==> config.mk <==
export PLATFORM = sky130hd
export DESIGN_NAME = riscv_dmi_arbiter
export DESIGN_NICKNAME = d
export VERILOG_FILES = /design/src/rtl/riscv_dmi_arbiter.sv
export SDC_FILE = /design/constraint.sdc
export NUM_CORES = 1
export LEC_CHECK = 0
export ABC_CLOCK_PERIOD_IN_PS = 1900
export CORE_MARGIN = 2
export CORE_UTILIZATION = 34
export DETAILED_ROUTE_END_ITERATION = 8
export HOLD_SLACK_MARGIN = 0.06
export PLACE_DENSITY = 0.81
export SYNTH_ARGS = -nofsm -noshare
export SYNTH_HDL_FRONTEND = slang
export SYNTH_SLANG_ARGS = --single-unit
==> constraint.sdc <==
create_clock -name clk_i -period 1.9 [get_ports clk_i]
set_input_delay 0.57 -clock clk_i [delete_from_list [all_inputs] [get_ports clk_i]]
set_output_delay 0.57 -clock clk_i [all_outputs]
set_load 0.005 [all_outputs]
==> src/rtl/riscv_dmi_arbiter.sv <==
// Round-robin arbiter sharing one DMI request/response channel between NUM_REQ
// requesters, with a registered request stage and a single outstanding transaction.
module riscv_dmi_arbiter #(
  parameter int NUM_REQ = 2,
  parameter int ADDR_W  = 7,
  parameter int DATA_W  = 32,
  parameter int OP_W    = 2,
  localparam int OW     = (NUM_REQ > 1) ? $clog2(NUM_REQ) : 1
) (
  input  logic                      clk_i,
  input  logic                      trst_i,
  input  logic [NUM_REQ-1:0]        req_valid_i,
  output logic [NUM_REQ-1:0]        req_ready_o,
  input  logic [NUM_REQ*ADDR_W-1:0] req_addr_i,
  input  logic [NUM_REQ*DATA_W-1:0] req_data_i,
  input  logic [NUM_REQ*OP_W-1:0]   req_op_i,
  output logic [NUM_REQ-1:0]        resp_valid_o,
  input  logic [NUM_REQ-1:0]        resp_ready_i,
  output logic [DATA_W-1:0]         resp_data_o,
  output logic [OP_W-1:0]           resp_op_o,
  output logic                      dm_req_valid_o,
  input  logic                      dm_req_ready_i,
  output logic [ADDR_W-1:0]         dm_req_addr_o,
  output logic [DATA_W-1:0]         dm_req_data_o,
  output logic [OP_W-1:0]           dm_req_op_o,
  input  logic                      dm_resp_valid_i,
  output logic                      dm_resp_ready_o,
  input  logic [DATA_W-1:0]         dm_resp_data_i,
  input  logic [OP_W-1:0]           dm_resp_op_i,
  output logic                      busy_o,
  output logic [OW-1:0]             owner_o,
  output logic                      stray_resp_o
);

  localparam logic [1:0] S_IDLE  = 2'd0;
  localparam logic [1:0] S_ISSUE = 2'd1;
  localparam logic [1:0] S_WAIT  = 2'd2;

  logic [1:0]    state;
  logic [OW-1:0] rr_ptr;
  logic          grant_found;
  logic [OW-1:0] grant_idx;

  // Round-robin search starting at rr_ptr, wrapping modulo NUM_REQ
  always_comb begin
    grant_found = 1'b0;
    grant_idx   = '0;
    for (int i = 0; i < NUM_REQ; i++) begin
      if (!grant_found && req_valid_i[(int'(rr_ptr) + i) % NUM_REQ]) begin
        grant_found = 1'b1;
        grant_idx   = OW'((int'(rr_ptr) + i) % NUM_REQ);
      end else begin
        grant_found = grant_found;
      end
    end
  end

  // Request accept: only in IDLE, and suppressed while reset is held
  always_comb begin
    req_ready_o = '0;
    if (state == S_IDLE && grant_found && !trst_i) begin
      req_ready_o = {{(NUM_REQ-1){1'b0}}, 1'b1} << grant_idx;
    end else begin
      req_ready_o = '0;
    end
  end

  // Response routing; outside WAIT any DM response is drained
  always_comb begin
    resp_valid_o    = '0;
    resp_data_o     = '0;
    resp_op_o       = '0;
    dm_resp_ready_o = 1'b1;
    if (state == S_WAIT) begin
      resp_valid_o[owner_o] = dm_resp_valid_i;
      resp_data_o           = dm_resp_data_i;
      resp_op_o             = dm_resp_op_i;
      dm_resp_ready_o       = resp_ready_i[owner_o];
    end else begin
      dm_resp_ready_o = 1'b1;
    end
  end

  assign dm_req_valid_o = (state == S_ISSUE);
  assign busy_o         = (state != S_IDLE);

  // Transaction state, captured request fields, ownership and stray flag
  always_ff @(posedge clk_i or posedge trst_i) begin
    if (trst_i) begin
      state         <= S_IDLE;
      rr_ptr        <= '0;
      owner_o       <= '0;
      stray_resp_o  <= 1'b0;
      dm_req_addr_o <= '0;
      dm_req_data_o <= '0;
      dm_req_op_o   <= '0;
    end else begin
      if (state != S_WAIT && dm_resp_valid_i) begin
        stray_resp_o <= 1'b1;
      end
      case (state)
        S_IDLE: begin
          if (grant_found) begin
            dm_req_addr_o <= req_addr_i[int'(grant_idx)*ADDR_W +: ADDR_W];
            dm_req_data_o <= req_data_i[int'(grant_idx)*DATA_W +: DATA_W];
            dm_req_op_o   <= req_op_i[int'(grant_idx)*OP_W +: OP_W];
            owner_o       <= grant_idx;
            state         <= S_ISSUE;
          end
        end
        S_ISSUE: begin
          if (dm_req_ready_i) begin
            state <= S_WAIT;
          end
        end
        S_WAIT: begin
          if (dm_resp_valid_i && resp_ready_i[owner_o]) begin
            rr_ptr <= (owner_o == OW'(NUM_REQ-1)) ? '0 : owner_o + OW'(1);
            state  <= S_IDLE;
          end
        end
        default: state <= S_IDLE;
      endcase
    end
  end

endmodule
## After elaboration in Yosys (flattened, before gate mapping)

Index checks and enable logic that the tools add are counted.

| storage, ports and cells | value |
|---|---|
| register bits after elaboration | 46 |
| input port bits | 124 |
| output and inout bits | 84 |
| logic and storage cells | 62 |

| cells by class | value |
|---|---|
| add/subtract/negate cells | 2 |
| multiply operators | 1 |
| $lt $le $gt $ge | 4 |
| equality and inequality tests | 6 |
| shifts and indexed selects | 4 |
| multiplexer cells | 23 |
| bitwise operators | 2 |
| reductions and logical operators | 13 |

Operator list:

| operator | count |
|---|---|
| indexed part select 64 x 7 -> 32 bit | 1 |
| 2-to-1 mux 32 bit | 1 |
| 2-to-1 mux 1 bit | 14 |
| indexed part select 14 x 5 -> 7 bit | 1 |
| 2-to-1 mux 2 bit | 6 |
| logical AND 1 bit | 6 |
| one-hot mux 2 bit (3 select lines) | 1 |
| < comparator 1 x 2 -> 1 bit (second input constant) | 2 |
| multiplier 1 x 3 -> 4 bit (second input constant) | 1 |
| != test 2 x 1 -> 1 bit (second input constant) | 2 |
| != test 2 bit (second input constant) | 2 |
| AND reduction 2 bit | 2 |
| indexed part select 4 x 3 -> 2 bit | 1 |
| < comparator 2 x 3 -> 1 bit (second input constant) | 1 |
| AND reduction 3 bit | 1 |
| adder 1 bit (second input constant) | 2 |
| bitwise AND 2 bit | 1 |
| == test 2 x 1 -> 1 bit (second input constant) | 1 |
| == test 2 bit (second input constant) | 1 |
| zero test 1 bit | 2 |
| zero test 2 bit | 1 |
| nonzero test 2 bit | 1 |
| << shifter 1 x 1 -> 2 bit (first input constant) | 1 |
| bitwise AND 1 bit (first input constant) | 1 |
| 2 further kinds | 2 |

## Depth between registers and ports, before layout

| logic depth | value |
|---|---|
| word-level depth | 10 |
| mapped depth | 7 |
| mapped depth without buffers | 3 |

## Worst setup path after synthesis

No wires, ideal clock.

| timing | value |
|---|---|
| kind | input to output |
| start point | in req_valid_i[1] |
| end point | out req_ready_o[0] |
| arrival time | 1.234 ns |
| required time | 1.330 ns |
| slack | 0.096 ns |
| cell stages on the path | 5 |
| buffers on the path | 2 |
| cell sequence | buf_6 -> or2_1 -> buf_2 -> nand2_1 -> a211oi_1 |

| on the way | value |
|---|---|
| cells in the longest elaborated chain, start to end | 9 |
| elaborated cells between the ends (all ways) | 15 |
| those cells by class | shift (1); mux (10); reduce/logical (4) |

Ends and longest elaborated chain:

| element | RTL line | source |
|---|---|---|
| from (decl) | 12 | `input logic [NUM_REQ-1:0] req_valid_i,` |
| 2-to-1 mux 1 bit (not written as such) (2 in a row) | 49 | `if (!grant_found && req_valid_i[(int'(rr_ptr) + i) % NUM_REQ]) begin` |
| 2-to-1 mux 1 bit | 49 |  |
| zero test 1 bit | 49 |  |
| logical AND 1 bit | 49 |  |
| 2-to-1 mux 1 bit | 49 |  |
| logical AND 1 bit (2 in a row) | 61 | `if (state == S_IDLE && grant_found && !trst_i) begin` |
| 2-to-1 mux 2 bit * | 61 |  |
| to (decl) | 13 | `output logic [NUM_REQ-1:0] req_ready_o,` |

Every way passes the cells marked *; elsewhere a longest branch is shown, timed or not. The select of a mux whose other input is x is not followed.

## Worst setup path after layout

| timing | value |
|---|---|
| start point | reg state[0] |
| end point | out req_ready_o[1] |

| on the way | value |
|---|---|
| cells in the longest elaborated chain, start to end | 4 |

Ends and longest elaborated chain:

| element | RTL line | source |
|---|---|---|
| from (decl) | 39 | `logic [1:0] state;` |
| from (signal assigned) | 90 | `state <= S_IDLE;` |
| from (signal assigned) | 108 | `state <= S_ISSUE;` |
| from (signal assigned) | 113 | `state <= S_WAIT;` |
| zero test 2 bit | 61 |  |
| logical AND 1 bit (2 in a row) | 61 |  |
| 2-to-1 mux 2 bit | 61 |  |

No other way between the ends.

==> key figures <==
Min path
  – Min-Delay Path Class: reg -> reg

STA
  – Fin crit share: 110.6%
  – Least-Margin Pin Slew: 0.4644 ns
  – RSZ-0062 raised after global routing: yes
  – FMAX: 475.7 MHz
  – Slew Viols, Final: 0
  – Number of setup violations in the final report: 41
  – Max Clock Skew: 0.006586 ns
  – Final Hold Vio Count: 0
  – Max-slew headroom: 69.04%
  – Setup ws final: -0.2023 ns
  – Min Tclk post-route: 2.102 ns

Routing
  – Final ANT Viol Nets: 0
  – DR WL/cell: 18.46 um
  – Vias per Instance: 5.280
  – DRC Markers: 0
  – Via count: 3305
  – Drt first pass iters: 4
  – DRT iter0 DRCs: 143
  – Post-Route WL: 11560 um

Clocking
  – CTS Root Cell: clkbuf_8
  – CTS buffer count: 5
  – Clk sinks: 46
  – CTS tree: yes
  – Reg clk slew, reported paths: 0.08 ns
  – Worst skew pair latency: 0.29 ns
  – H-tree levels: 2
  – Clock tree buffer depth: 2

Synthesis
  – Yosys reg bits: 46
  – Mapped Nets: 433
  – Post-Syn Area per Cell: 8.799 um2
  – Top cells by area, synth: dfrtp_1 42%, a31oi_2 9.7%, a21oi_1 7.9%, and2_1 7.8%, o21ai_0 7.7%
  – Post-synth ARST share: 100.0%
  – Synth Warn #: 0
  – Syn Inst Count: 309
  – Synth top area share: 42.34%
  – Synthesized area: 2719 um2
  – Post-synth top flop: dfrtp_1
  – Post-synthesis cell type count: 24
  – EDFF count, synth: 0
  – Seq/Total Area, Yosys: 42.34%
  – Yosys top cell by area: dfrtp_1

Outcome
  – Outcome: finished with violations
  – Failing checks: setup timing

Cells and area
  – Share of cells above drive strength 1: 29.77%
  – Storage cell area: 1152 um2
  – Multi-input logic area: 1528 um2
  – Final nets: 649
  – Fin util: 70.42%
  – Inserted Diodes: 0
  – Area growth syn-to-layout: 100.1%
  – Layout fillers: 565

Worst setup path
  – CP Class: reg -> out
  – Flop2flop setup slack: 0 ns
  – Critical path arrival: 1.53 ns
  – Crit-path max FO: 2
  – Nature of the critical path startpoint: flip-flop
  – Worst setup EP type: primary output
  – Worst path required time: 1.33 ns

GRT
  – Total GRT Usage: 25.52%
  – Number of global-route vias before repair: 3298
  – First-pass GRT wire length: 17410 um
  – Initial antenna violation count: 0
  – GRT Residual Overflow: 0
  – Largest net degree at the start of global routing: 47

Place
  – IO buf count: 207
  – Routability cong.: 0.7995
  – DP Wirelength: 7523 um

Power and ir drop
  – Power Density: 1223 nW/um2
  – Switching Share: 35.77%
  – P_int: 4.275 mW
  – Switching pwr: 2.381 mW
  – Total power draw: 6.656 mW
  – Flop pwr share: 26.1%
  – Peak supply drop: 668.5 uV
  – Clock power share: 9.0%
  – Comb pwr share: 64.9%
  – Leak: 2.188 nW

Job
  – Max Cap Viol: 0

Die
  – Die ar.: 8728 um2
  – Top Ports: 208
  – Die Ht: 93.43 um
  – Row Count: 32
  – Die width: 93.43 um
  – Core ar.: 7727 um2
  – Starting Density: 35.18%
[sequential cells by signal, summed over array words and instances, names as in the netlist]
| signal | count |
|---|---|
| owner_o | 1 |
| dm_req_addr_o | 7 |
| dm_req_op_o | 2 |
| rr_ptr | 1 |
| state | 2 |
| stray_resp_o | 1 |
| dm_req_data_o | 32 |
[cell usage after synthesis (3+ instances only)]
library cell,count
nand3_1,41
and2_1,34
buf_6,6
a31oi_1,21
dfrtp_1,46
clkbuf_1,28
o21ai_0,42
nand2b_1,3
nand2_1,3
a31oi_2,21
inv_1,4
a21oi_1,43
[routing by layer]
layer / GRT usage, % / vias up / wire length (um)
li1: - / 1550 / -
met1: 31.15 / 1594 / 4681
met2: 44.42 / 139 / 5731
met3: 6.849 / 22 / 863
met4: 6.618 / 0 / 280
met5: 0 / - / 0
[power by group through the flow]
stage | combinational, mW | clock (mW) | sequential (mW)
floorplan | 1.55 | 0 | 1.77
global placement | 3.56 | 0 | 1.73
detailed placement | 3.65 | 0 | 1.75
CTS | 4.04 | 0.613 | 1.73
global route | 4.62 | 0.651 | 1.80
finish | 4.32 | 0.596 | 1.74
[repair_timing]
action / CTS / global route
cloned: 4 / 1
hold buffers: 0 / 0
setup buffers: 8 / 3
pin swaps: 12 / 9
setup endpoints to repair: 83 / 80
gates resized for setup: 224 / 43
[final timing paths]
kind | from | endpoint | depth (start not counted)
worst min register to register | stray_resp_o$_DFFE_PP0P_ | stray_resp_o$_DFFE_PP0P_ | 1
max in group asynchronous | trst_i | state[0]$_DFFE_PP0P_ | 4
worst min-delay path | stray_resp_o$_DFFE_PP0P_ | stray_resp_o$_DFFE_PP0P_ | 1
min in group asynchronous | trst_i | dm_req_data_o[31]$_DFFE_PP0P_ | 4
worst max register to register | state[0]$_DFFE_PP0P_ | dm_req_data_o[10]$_DFFE_PP0P_ | 7
worst max-delay path | state[0]$_DFFE_PP0P_ | req_ready_o[1] | 6
[cell type report]
cell class                 count  area share, %
clock buffer                   6          1.518
inverter                       4         0.2759
multi-input combinational    223          28.08
sequential                    46          21.18
tap                          102          2.345
timing repair buffer         245          46.61
[worst max-delay path: stages, from the launching register on]
cell	delay, ns
dfrtp_2	0.44
buf_6	0.13
nor2_4	0.11
buf_6	0.11
inv_2	0.03
nor4_2	0.25
buf_2	0.16
[placed cells by master (no fill, tap or decap), types with 2 or more instances in the layout]
cell type,n
clkdlybuf4s50_1,160
dfrtp_1,45
a21oi_1,43
o21ai_0,42
nand3_1,41
buf_6,40
and2_4,30
a31oi_1,21
a31oi_2,21
buf_4,19
buf_2,10
clkbuf_8,6
and2_1,5
buf_16,4
buf_12,4
inv_2,3
dlygate4sd2_1,3
or2_4,2
nand2b_4,2
a21o_1,2
nand2_4,2
clkdlybuf4s15_1,2
buf_8,2
[cell families (layout without fill, tap and decap cells)]
group / count (synthesis) / in the layout / share of synthesized area, %
multiplexers: 1 / 1 / 0.4141
AND/OR/NAND/NOR: 90 / 90 / 18.45
buffers and inverters: 40 / 255 / 7.271
flip-flops: 46 / 46 / 42.34
AO/OA/AOI/OAI: 132 / 132 / 31.52
[stage by stage]
| step | cell area [um2] | TNS (ns) | instances | worst slack [ns] | hold WS [ns] |
|---|---|---|---|---|---|
| CTS | 5216 | -4.334 | 622 | -0.1497 | 0.4632 |
| detailed placement | 4959 | -29.77 | 604 | -0.8623 | 0.4437 |
| global placement | 4959 | -28.45 | 604 | -0.8182 | 0.4414 |
| global route | 5441 | -7.016 | 626 | -0.2465 | 0.4890 |
| finish | 5441 | -4.416 | 626 | -0.2023 | 0.4607 |
| floorplan | 2719 | 0 | 309 | 0.09599 | 0.4510 |
No activity file was read; power rests on OpenSTA's default activity.
